File: src/rtl/timer_dev_pkg.sv
// Shared constants for the memory-mapped countdown timer: FSM encodings,
// register word indices, MODE codes and CTRL bit positions.
package timer_dev_pkg;

  localparam int unsigned DATA_W = 32;
  localparam int unsigned CTRL_W = 4;

  localparam logic [1:0] ST_IDLE = 2'd0;
  localparam logic [1:0] ST_LOAD = 2'd1;
  localparam logic [1:0] ST_CNT  = 2'd2;
  localparam logic [1:0] ST_INT  = 2'd3;

  localparam logic [1:0] IDX_CTRL   = 2'd0;
  localparam logic [1:0] IDX_PRESET = 2'd1;
  localparam logic [1:0] IDX_COUNT  = 2'd2;
  localparam logic [1:0] IDX_RSVD   = 2'd3;

  localparam logic [1:0] MODE_ONESHOT  = 2'b00;
  localparam logic [1:0] MODE_PERIODIC = 2'b01;

  localparam logic [1:0] CTRL_EN      = 2'd0;
  localparam logic [1:0] CTRL_MODE_LO = 2'd1;
  localparam logic [1:0] CTRL_MODE_HI = 2'd2;
  localparam logic [1:0] CTRL_IM      = 2'd3;

endpackage

File: src/rtl/timer_dev.sv
// Countdown timer behind the CPU bridge: CTRL/PRESET/COUNT registers,
// one-shot or periodic countdown, and a maskable interrupt request.
module timer_dev
  import timer_dev_pkg::*;
#(
  parameter int unsigned CNT_W = 32
) (
  input  logic              clk,
  input  logic              clr,
  input  logic [1:0]        addr,
  input  logic              we,
  input  logic [DATA_W-1:0] wd,
  output logic [DATA_W-1:0] rd,
  output logic              irq
);

  logic [1:0]        r_state;
  logic [CTRL_W-1:0] r_ctrl;
  logic [CNT_W-1:0]  r_preset;
  logic [CNT_W-1:0]  r_count;
  logic              r_pending;

  logic [1:0]        w_state_nxt;
  logic [CTRL_W-1:0] w_ctrl_nxt;
  logic [CNT_W-1:0]  w_preset_nxt;
  logic [CNT_W-1:0]  w_count_nxt;
  logic              w_pending_nxt;
  logic              w_pend_set;
  logic              w_en;
  logic              w_periodic;
  logic              w_wr_ctrl;
  logic              w_wr_preset;

  assign w_en        = r_ctrl[CTRL_EN];
  assign w_periodic  = (r_ctrl[CTRL_MODE_HI:CTRL_MODE_LO] == MODE_PERIODIC);
  assign w_wr_ctrl   = we && (addr == IDX_CTRL);
  assign w_wr_preset = we && (addr == IDX_PRESET);

  // FSM and register next-state; bus CTRL write overrides the EN auto-clear,
  // while the FSM setting pending overrides a bus-write clear.
  always_comb begin
    w_state_nxt   = r_state;
    w_ctrl_nxt    = r_ctrl;
    w_preset_nxt  = r_preset;
    w_count_nxt   = r_count;
    w_pending_nxt = r_pending;
    w_pend_set    = 1'b0;

    case (r_state)
      ST_IDLE: begin
        if (w_en) w_state_nxt = ST_LOAD;
      end
      ST_LOAD: begin
        w_count_nxt = r_preset;
        w_state_nxt = ST_CNT;
      end
      ST_CNT: begin
        if (!w_en) begin
          w_state_nxt = ST_IDLE;
        end else if (r_count > CNT_W'(1)) begin
          w_count_nxt = r_count - CNT_W'(1);
        end else begin
          w_count_nxt = '0;
          w_pend_set  = 1'b1;
          w_state_nxt = ST_INT;
        end
      end
      ST_INT: begin
        // Periodic restart passes through IDLE, giving an N+3 cycle period.
        if (w_periodic) w_pending_nxt = 1'b0;
        else            w_ctrl_nxt[CTRL_EN] = 1'b0;
        w_state_nxt = ST_IDLE;
      end
      default: w_state_nxt = ST_IDLE;
    endcase

    if (w_wr_ctrl)   w_ctrl_nxt   = wd[CTRL_W-1:0];
    if (w_wr_preset) w_preset_nxt = wd[CNT_W-1:0];
    if (w_wr_ctrl || w_wr_preset) w_pending_nxt = 1'b0;
    if (w_pend_set)  w_pending_nxt = 1'b1;
  end

  // State register with synchronous reset that dominates bus writes.
  always_ff @(posedge clk) begin
    if (clr) begin
      r_state   <= ST_IDLE;
      r_ctrl    <= '0;
      r_preset  <= '0;
      r_count   <= '0;
      r_pending <= 1'b0;
    end else begin
      r_state   <= w_state_nxt;
      r_ctrl    <= w_ctrl_nxt;
      r_preset  <= w_preset_nxt;
      r_count   <= w_count_nxt;
      r_pending <= w_pending_nxt;
    end
  end

  always_comb begin
    rd = '0;
    case (addr)
      IDX_CTRL:   rd = DATA_W'(r_ctrl);
      IDX_PRESET: rd = DATA_W'(r_preset);
      IDX_COUNT:  rd = DATA_W'(r_count);
      IDX_RSVD:   rd = '0;
      default:    rd = '0;
    endcase
  end

  assign irq = r_ctrl[CTRL_IM] & r_pending;

endmodule
File: config.mk
export PLATFORM = sky130hd
export DESIGN_NAME = timer_dev
export DESIGN_NICKNAME = d
export VERILOG_FILES = /design/src/rtl/timer_dev_pkg.sv /design/src/rtl/timer_dev.sv
export SDC_FILE = /design/constraint.sdc
export NUM_CORES = 1
export LEC_CHECK = 0
export ABC_CLOCK_PERIOD_IN_PS = 2850
export BUFFER_PORTS_ARGS = -buffer_cell sky130_fd_sc_hd__buf_2
export CAP_MARGIN = 40
export CORE_MARGIN = 5
export CORE_UTILIZATION = 30
export DETAILED_ROUTE_END_ITERATION = 8
export PLACE_DENSITY = 0.55
export SETUP_SLACK_MARGIN = 0.1
export SYNTH_ARGS = -nofsm -noshare
export SYNTH_HDL_FRONTEND = slang
export SYNTH_SLANG_ARGS = --single-unit
export TNS_END_PERCENT = 100
File: constraint.sdc
create_clock -name clk -period 2.85 [get_ports clk]
set_input_delay 0.4275 -clock clk [delete_from_list [all_inputs] [get_ports clk]]
set_output_delay 0.4275 -clock clk [all_outputs]
set_load 0.02 [all_outputs]
==> metrics, run 1 <==
Place WS 0.2103 ns; htree depth 3; Setup CP Type flip-flop to flip-flop; crit path capture type flip-flop; clock-pin slew on the worst setup and hold paths 0.06 ns; crit path max-delay cell type or4_1; Final ANT Viol Nets 0; area grow syn2layout 20.16%; Fmax 387.6 MHz; critical path startpoint r_count[0]; period utilisation layout between 90% and 100%; share of cells above drive strength 1 21.14%; slowest stage delay, CP 0.46 ns; hold path cells 3; fin crit period 2.580 ns; Initial Util 30.50%; Root Buffer Master clkbuf_16; MaxCap Viol Count 0; total wire length around 13000 um; largest net degree at the start of global routing 33; die area 15820 um^2; synthesized area per cell 7.533 um^2; yosys warns 0; startpoint types flip-flop; Worst Hold Class input pin to flip-flop; syn nets about 570; initial antenna violation count 0; actual slew at the worst max-slew pin 0.6370 ns; Post-synth EDFFs 0; CP required 3.11 ns; Post-Syn Area 4023 um^2; Die H 125.8 um; Worst VDD drop 0.2267 mV; unrepaired setup endpoints after global routing no; post-CTS setup buffer count 0; Distinct cells, synth 54; vias 4316; final setup TNS 0 ns; worst r2r path cells 7; status completed; CTS buffer count 9; final hold vios 0; number of buffers added on ports 69; Global Route Usage Sum 16.86%; Final nets 630; HPWL Detailed 9563 um; FF+latch count, synth 71; count of pins over their slew limit 0; clk_skew about 0.009 ns; 1st-iter DRT viols roughly 370; Seq/Total Area, Yosys 35.33%; Worst-Skew Late Latency 0.34 ns; TritonRoute pass-1 iters 5; synthesized instance count 534; first-pass GRT wire length 21820 um; clk sinks between 70 and 80; post-synth top area cell dfxtp_1; via/cell ratio 5.591; Setup-failing EPs final 0; I/O pins 70; DRC viols 0; Core Region between 10000 and 15000 um^2; drt wl/cell 17.38 um; GRT overflow 0; number of diodes 0; Core Rows between 40 and 50; leakage approximately 0.0019 uW; top cell type's share of synthesized area 35.33%; synth top area cells dfxtp_1 35%, nand2_1 7.9%, a21oi_1 6.7%; reg-to-reg startpoint r_count[0]; fin worst setup slack 0.2702 ns; relative slew slack 57.53%; Max Buffers Root-to-Sink 2; CP Cell Sequence inv_1, ha_1, or3b_4, or4_1, or4_1, a21o_1, a221oi_2; power density over cell area 524.6 nW/um^2; most frequent cell after synthesis nand2_1; TritonCTS clock tree done; crit path DAT 2.84 ns; most frequent CP cell or4_1; Async SR Flop Fraction 0%; Final GP Congestion 0.8715; ys flop type dfxtp_1; HP Start wd[25]; die width 125.8 um; top cells by count, synth 85 x nand2_1, 71 x dfxtp_1, 54 x a21oi_1; vias in the first global route 4178; crit-path max FO 7; Final Total Pwr 2536 uW
[logic make-up after synthesis]
logic type	count (synthesis)	share of synthesized area, %
xor gates and xnor gates	2	0.4355
AOI/OAI and AO/OA	175	28.87
DFF	71	35.33
adders and majority gates	2	0.6220
muxes	9	2.240
and+or+nand+nor	220	26.75
buffers and inverters	55	5.754
[where the power goes]
group	switching, uW	internal [uW]	leakage, uW
logic	296	169	0.00118
clock network	430	585	0.000126
registers	34.7	1020	0.000575
total	760	1780	0.00188
[area by class of cell]
cell class                      count  area (um^2)
Inverter                            8        30.03
Multi-Input combinational cell    408         2377
Tap cell                          176        220.2
Clock inverter                      4        22.52
Fill cell                        1396         8357
Clock buffer                       12        236.5
Sequential cell                    71         1421
Timing Repair Buffer               93        525.5
[what timing repair did]
| item | in CTS | in global routing |
|---|---|---|
| resized for setup | 0 | 1 |
| hold buffers | 0 | 0 |
| setup endpoints to repair | 0 | 1 |
[final timing paths]
check | end | slack (ns)
min reg2reg | r_preset[15] | 0.47
max | r_count[18] | 0.27
min | r_preset[25] | 0.32
max reg2reg | r_count[18] | 0.27
[worst max-delay path: cells and delay by family (launching register included)]
| family | cells | cell delay [ns] |
|---|---|---|
| AO/OA/AOI/OAI | 2 | 0.44 |
| adder cells (fa/ha/maj) | 1 | 0.22 |
| AND/OR/NAND/NOR | 3 | 1.34 |
| buffers and inverters | 1 | 0.11 |
| flip-flops | 1 | 0.38 |
[flip-flops by register name (all words and copies together) (netlist names)]
signal and flops:
r_ctrl 4, r_count 32, r_pending 1, r_state 2, r_preset 32
[metal layers]
layer	vias up	part of all wire, %	track usage (%)
met1	2046	46	22.04
met3	27	5.2	3.006
met5	-	0	0
li1	2077	-	-
met4	0	2.9	7.950
met2	166	46	27.03
[stage by stage]
stage | cells | utilization (%) | hold slack, ns | area (um^2)
3_3_place_gp | 756 | 34.66 | 0.4634 | 4572
3_5_place_dp | 756 | 34.66 | 0.4646 | 4572
6_report | 772 | 36.64 | 0.3218 | 4833
2_1_floorplan | 534 | - | 0.4424 | 4023
4_1_cts | 772 | 36.62 | 0.3176 | 4831
5_1_grt | 772 | 36.64 | 0.3354 | 4833
[layout by cell type (no fill, tap or decap), types with 5 or more instances in the layout]
cell type	Yosys	layout
a21oi_1	54	54
or4_1	10	10
nand4_1	6	6
a31oi_1	7	7
inv_1	8	8
buf_2	2	69
clkbuf_16	0	9
o21ai_0	33	33
nor4_1	8	8
nor3_1	10	10
a221oi_1	5	5
o211ai_1	5	5
nor2_1	43	43
buf_4	0	24
a211oi_1	18	18
or3_1	6	6
nand2_1	85	85
dfxtp_1	71	71
mux2i_1	9	9
a22o_1	28	28
nand3_1	23	23
No activity file was read; power rests on OpenSTA's default activity.
==> inputs of run 2 (changes only) <==
Settings changed: CELL_PAD_IN_SITES_DETAIL_PLACEMENT set to 2, CELL_PAD_IN_SITES_GLOBAL_PLACEMENT set to 2, PLACE_DENSITY 0.55 to 0.83.
==> run 2 against run 1 <==
Flip-flop and latch count unchanged. Setup slack got worse by 0.011 ns. Sequential share of layout area decreased by 0.23 points. Critical endpoint unchanged. Register-to-register slack about the same. Utilization increased by 0.29 points. Via count increased by 3.2%. Hold slack got worse by 0.0059 ns. Fmax decreased by 0.43%. Die area unchanged. Clock power increased by 23%. First-iteration DRC count decreased by 42%. Cell count decreased by 0.65%.
==> metrics, run 2 (synthesized netlist as in run 1, its figures left out) <==
Worst Hold Class input pin to flip-flop; die area 15820 um^2; first-pass GRT wire length about 27000 um; Seq pwr share about two fifths; crit-path max FO 7; die width 125.8 um; vias 4454; crit path capture type flip-flop; MaxCap Viol Count 0; htree depth 3; Filler cells around 1500; Top Registers r_count (32), r_preset (32), r_ctrl (4); Core Rows 42; CP required 3.11 ns; I/O pins 70; HPWL Detailed 11740 um; TritonCTS clock tree done; final setup TNS 0 ns; DP Area between 4000 and 5000 um^2; via/cell ratio just under 6; Final Total Pwr ~2800 uW; fin worst setup slack approximately 0.26 ns; Place WS 0.1488 ns; vias in the first global route 4916; area of the multi-input gates between 2000 and 2500 um^2; crit path DAT 2.85 ns; Setup CP Type flip-flop to flip-flop; count of pins over their slew limit 0; final hold vios 0; fin crit period 2.591 ns; most frequent cells in the layout 85 x nand2_1, 71 x dfxtp_1, 69 x buf_2; fin area between 4000 and 5000 um^2; Final nets 626; Clock Power Share 44.5%; clk_skew roughly 0.0076 ns; Root Buffer Master clkbuf_16; CTS buffer count 9; relative slew slack 47.86%; Initial Util between 30 and 40%; switching part of the total power just under 30%; Setup-failing EPs final 0; largest net degree at the start of global routing 33; Global Route Usage Sum 21.10%; GRT overflow 0; number of buffers added on ports 69; DRC viols 0; Final GP Congestion 0.8702; Logic pwr share between 10% and 20%; TritonRoute pass-1 iters 4; period utilisation layout 90.91%; clock-pin slew on the worst setup and hold paths 0.06 ns; Worst VDD drop 0.2388 mV; post-CTS setup buffer count 0; status completed; Sequential Area 1421 um^2; actual slew at the worst max-slew pin 0.7750 ns; Worst-Skew Late Latency 0.35 ns; unrepaired setup endpoints after global routing no; startpoint types flip-flop; Final ANT Viol Nets 0; total wire length 16670 um; clk sinks 71; Core Region 13190 um^2; Max Buffers Root-to-Sink 2; Die H 125.8 um; Fmax approximately 390 MHz; initial antenna violation count 0; number of diodes 0; area grow syn2layout 21.12%; 1st-iter DRT viols 214; share of cells above drive strength 1 approximately a fifth; internal power 1965 uW; switching power between 800 and 900 uW; power density over cell area 569.7 nW/um^2; Hold WS 0.3159 ns; leakage 0.001895 uW; most common cell after layout, fill and taps aside nand2_1; drt wl/cell 21.73 um
## run 2: cell types whose count changed in the layout (fill, tap and decap cells not counted), sizes merged
cell / change
clkinvlp: -1
bufinv: +2
clkinv: -1
buf: -4
clkbuf: -1
## run 2: metrics by stage
stage	utilization (%)	std cells
after floorplan	-	534
after global placement	34.53	752
after detailed placement	34.53	752
after CTS	36.90	767
after global routing	36.94	767
final	36.94	767
## run 2: final cells by class
cell class                 count  share of cell area (%)
tap                          176                   4.520
inverter                       8                  0.6163
sequential                    71                   29.17
multi-input combinational    408                   48.84
clock inverter                 4                   1.438
clock buffer                  11                   4.982
timing repair buffer          89                   10.43
## run 2: metal layers
| layer | track usage [%] | vias up | share of wire [%] |
|---|---|---|---|
| met5 | 0 | - | 0 |
| met4 | 7.697 | 0 | 2.6 |
| met3 | 4.742 | 32 | 4.9 |
| met2 | 36.41 | 111 | 50 |
| met1 | 25.78 | 2253 | 43 |
| li1 | - | 2058 | - |
## run 2: power groups by stage
stage	logic (uW)	registers [uW]	clock network, uW
after floorplan	306	1060	0
after detailed placement	472	1080	0
after CTS	478	1060	1250
final	481	1060	1240
after global placement	451	1080	0
after global routing	519	1060	1290
## run 2: timing repair
action / CTS / global route
hold buffers: 0 / 0
endpoints found under the setup margin: 0 / 1
gates resized for setup: 0 / 2
## run 2: worst paths after layout
path                 from  slack [ns]  depth (start not counted)            to
max reg2reg    r_count[0]        0.26                          7   r_count[18]
max            r_count[0]        0.26                          7   r_count[18]
min reg2reg  r_preset[24]        0.48                          2  r_preset[24]
min                wd[26]        0.32                          3  r_preset[26]
## run 2: worst max-delay path, cell delays in order, from the launching register on
cell and delay (ns):
dfxtp_1 0.37, inv_1 0.11, ha_2 0.22, or3b_4 0.43, or4_1 0.47, or4_1 0.45
a21o_1 0.19, a221oi_2 0.26
==> inputs of run 3 (changes only) <==
Settings changed: ABC_CLOCK_PERIOD_IN_PS 2850 to 3300.
Clock period 2.85 ns to 3.3 ns, I/O delays scaled along.
==> run 3 against run 2 <==
Combinational power shrank 15%. Clock skew is essentially flat. Highest routed layer unchanged. Wire length grew 0.17%. Clock-buffer cell count shrank 1. Utilization shrank 0.066 points. Largest cell class unchanged.
==> metrics, run 3 (synthesized netlist as in run 1, its figures left out) <==
status completed; vias between 4000 and 5000; reg-to-reg startpoint r_count[0]; fin crit period 2.793 ns; Setup CP Type flip-flop to flip-flop; period utilisation layout 84.63%; internal power around 1700 uW; critical path startpoint r_count[0]; Placed Instances 749; fin area 4863 um^2; post-CTS sizing 0; most frequent cells in the layout 85 x nand2_1, 71 x dfxtp_1, 69 x buf_2; MaxCap Viol Count 0; Final nets 623; HP Start wd[27]; final core occ 36.87%; clock-pin slew on the worst setup and hold paths approximately 0.06 ns; Final GP Congestion between 0.8 and 0.9; via/cell ratio 5.826; Worst Hold Class input pin to flip-flop; number of diodes 0; TritonCTS clock tree done; relative slew slack 36.40%; Worst VDD drop 0.1825 mV; CP Cell Sequence inv_1, ha_1, or3b_2, or4_1, or4_1, a21o_1, a221oi_2; share of cells above drive strength 1 20.71%; total wire length 16690 um; crit path capture type flip-flop; switching part of the total power 29.68%; I/O pins 70; number of buffers added on ports 69; Max Buffers Root-to-Sink 2; TritonRoute pass-1 iters 4; 1st-iter DRT viols 259; Worst-Skew Late Latency about 0.34 ns; crit path DAT 3.04 ns; die area ~16000 um^2; Seq pwr share 37.8%; startpoint types flip-flop; Root Buffer Master clkbuf_16; switching power 718.5 uW; CTS buffer count 9; Setup-failing EPs final 0; most frequent CP cell or4_1; Core Region 13190 um^2; leakage 0.001884 uW; area grow syn2layout 20.90%; power density over cell area ~500 nW/um^2; Final ANT Viol Nets 0; Die H 125.8 um; first-pass GRT wire length roughly 27000 um; htree depth 3; actual slew at the worst max-slew pin 0.9511 ns; clk_skew 0.007951 ns; crit-path max FO 7; CP required roughly 3.5 ns; most common cell after layout, fill and taps aside nand2_1; Sequential Area 1421 um^2; unrepaired setup endpoints after global routing no; HPWL Detailed around 12000 um; clk sinks 71; final setup TNS 0 ns; area of the multi-input gates 2375 um^2; Top Registers r_count (32), r_preset (32), r_ctrl (4); final hold vios 0; Core Rows 42; largest net degree at the start of global routing 37; slowest stage delay, CP roughly 0.54 ns; Hold Buf Count CTS 0; DRC viols 0; vias in the first global route roughly 4900; Logic pwr share between 10% and 20%; Global Route Usage Sum 21.12%; post-CTS setup buffer count 0; DP Area 4532 um^2; Filler cells 1539; Fmax 358.1 MHz; crit path max-delay cell type or3b_2; Clock Power Share 45.2%; non-filler cells, final 765; initial antenna violation count 0; drt wl/cell between 20 and 25 um; GRT overflow 0; Initial Util 30.50%; count of pins over their slew limit 0; die width 125.8 um
run 3: worst max-delay path: cells and delay by family (launching register included):
kind            cells  cell delay [ns]
simple gates        3             1.50
buf+inv             1             0.12
flops               1             0.38
compound gates      2             0.46
fa+ha+maj           1             0.24
run 3: final cells by class:
| cell class | count | area share [%] |
|---|---|---|
| clock buffers | 10 | 4.914 |
| clock inverters | 6 | 1.904 |
| inverters | 8 | 0.6174 |
| multi-input cells | 408 | 48.83 |
| flip-flops and latches | 71 | 29.23 |
| well taps | 176 | 4.528 |
| repair buffers | 86 | 9.982 |
run 3: routing by layer:
metal,global-route usage [%],wire length (um),vias up
li1,-,-,2056
met1,26.50,7188,2228
met2,35.71,8067,128
met3,3.937,907,45
met4,8.707,531,0
met5,0,0,-
run 3: path summary, 6_finish.rpt:
check	endpoint	slack, ns	cells after the start
worst min register to register	r_preset[2]	0.47	2
worst max-delay path	r_count[18]	0.51	7
worst max register to register	r_count[18]	0.51	7
worst min-delay path	r_preset[27]	0.39	3
run 3: power by group through the flow:
stage | registers, uW | clock network [uW] | logic (uW)
3_3_place_gp | 930 | 0 | 381
6_report | 916 | 1090 | 411
3_5_place_dp | 933 | 0 | 401
5_1_grt | 919 | 1150 | 442
4_1_cts | 915 | 1110 | 407
2_1_floorplan | 917 | 0 | 264
run 3: through the flow:
step	setup slack, ns	hold WS, ns	power [uW]
5_1_grt	0.3557	0.3979	2507
6_report	0.5073	0.3935	2421
3_5_place_dp	0.5920	0.4705	1335
4_1_cts	0.5228	0.3923	2429
2_1_floorplan	0.7636	0.4424	1181
3_3_place_gp	0.7250	0.4604	1311
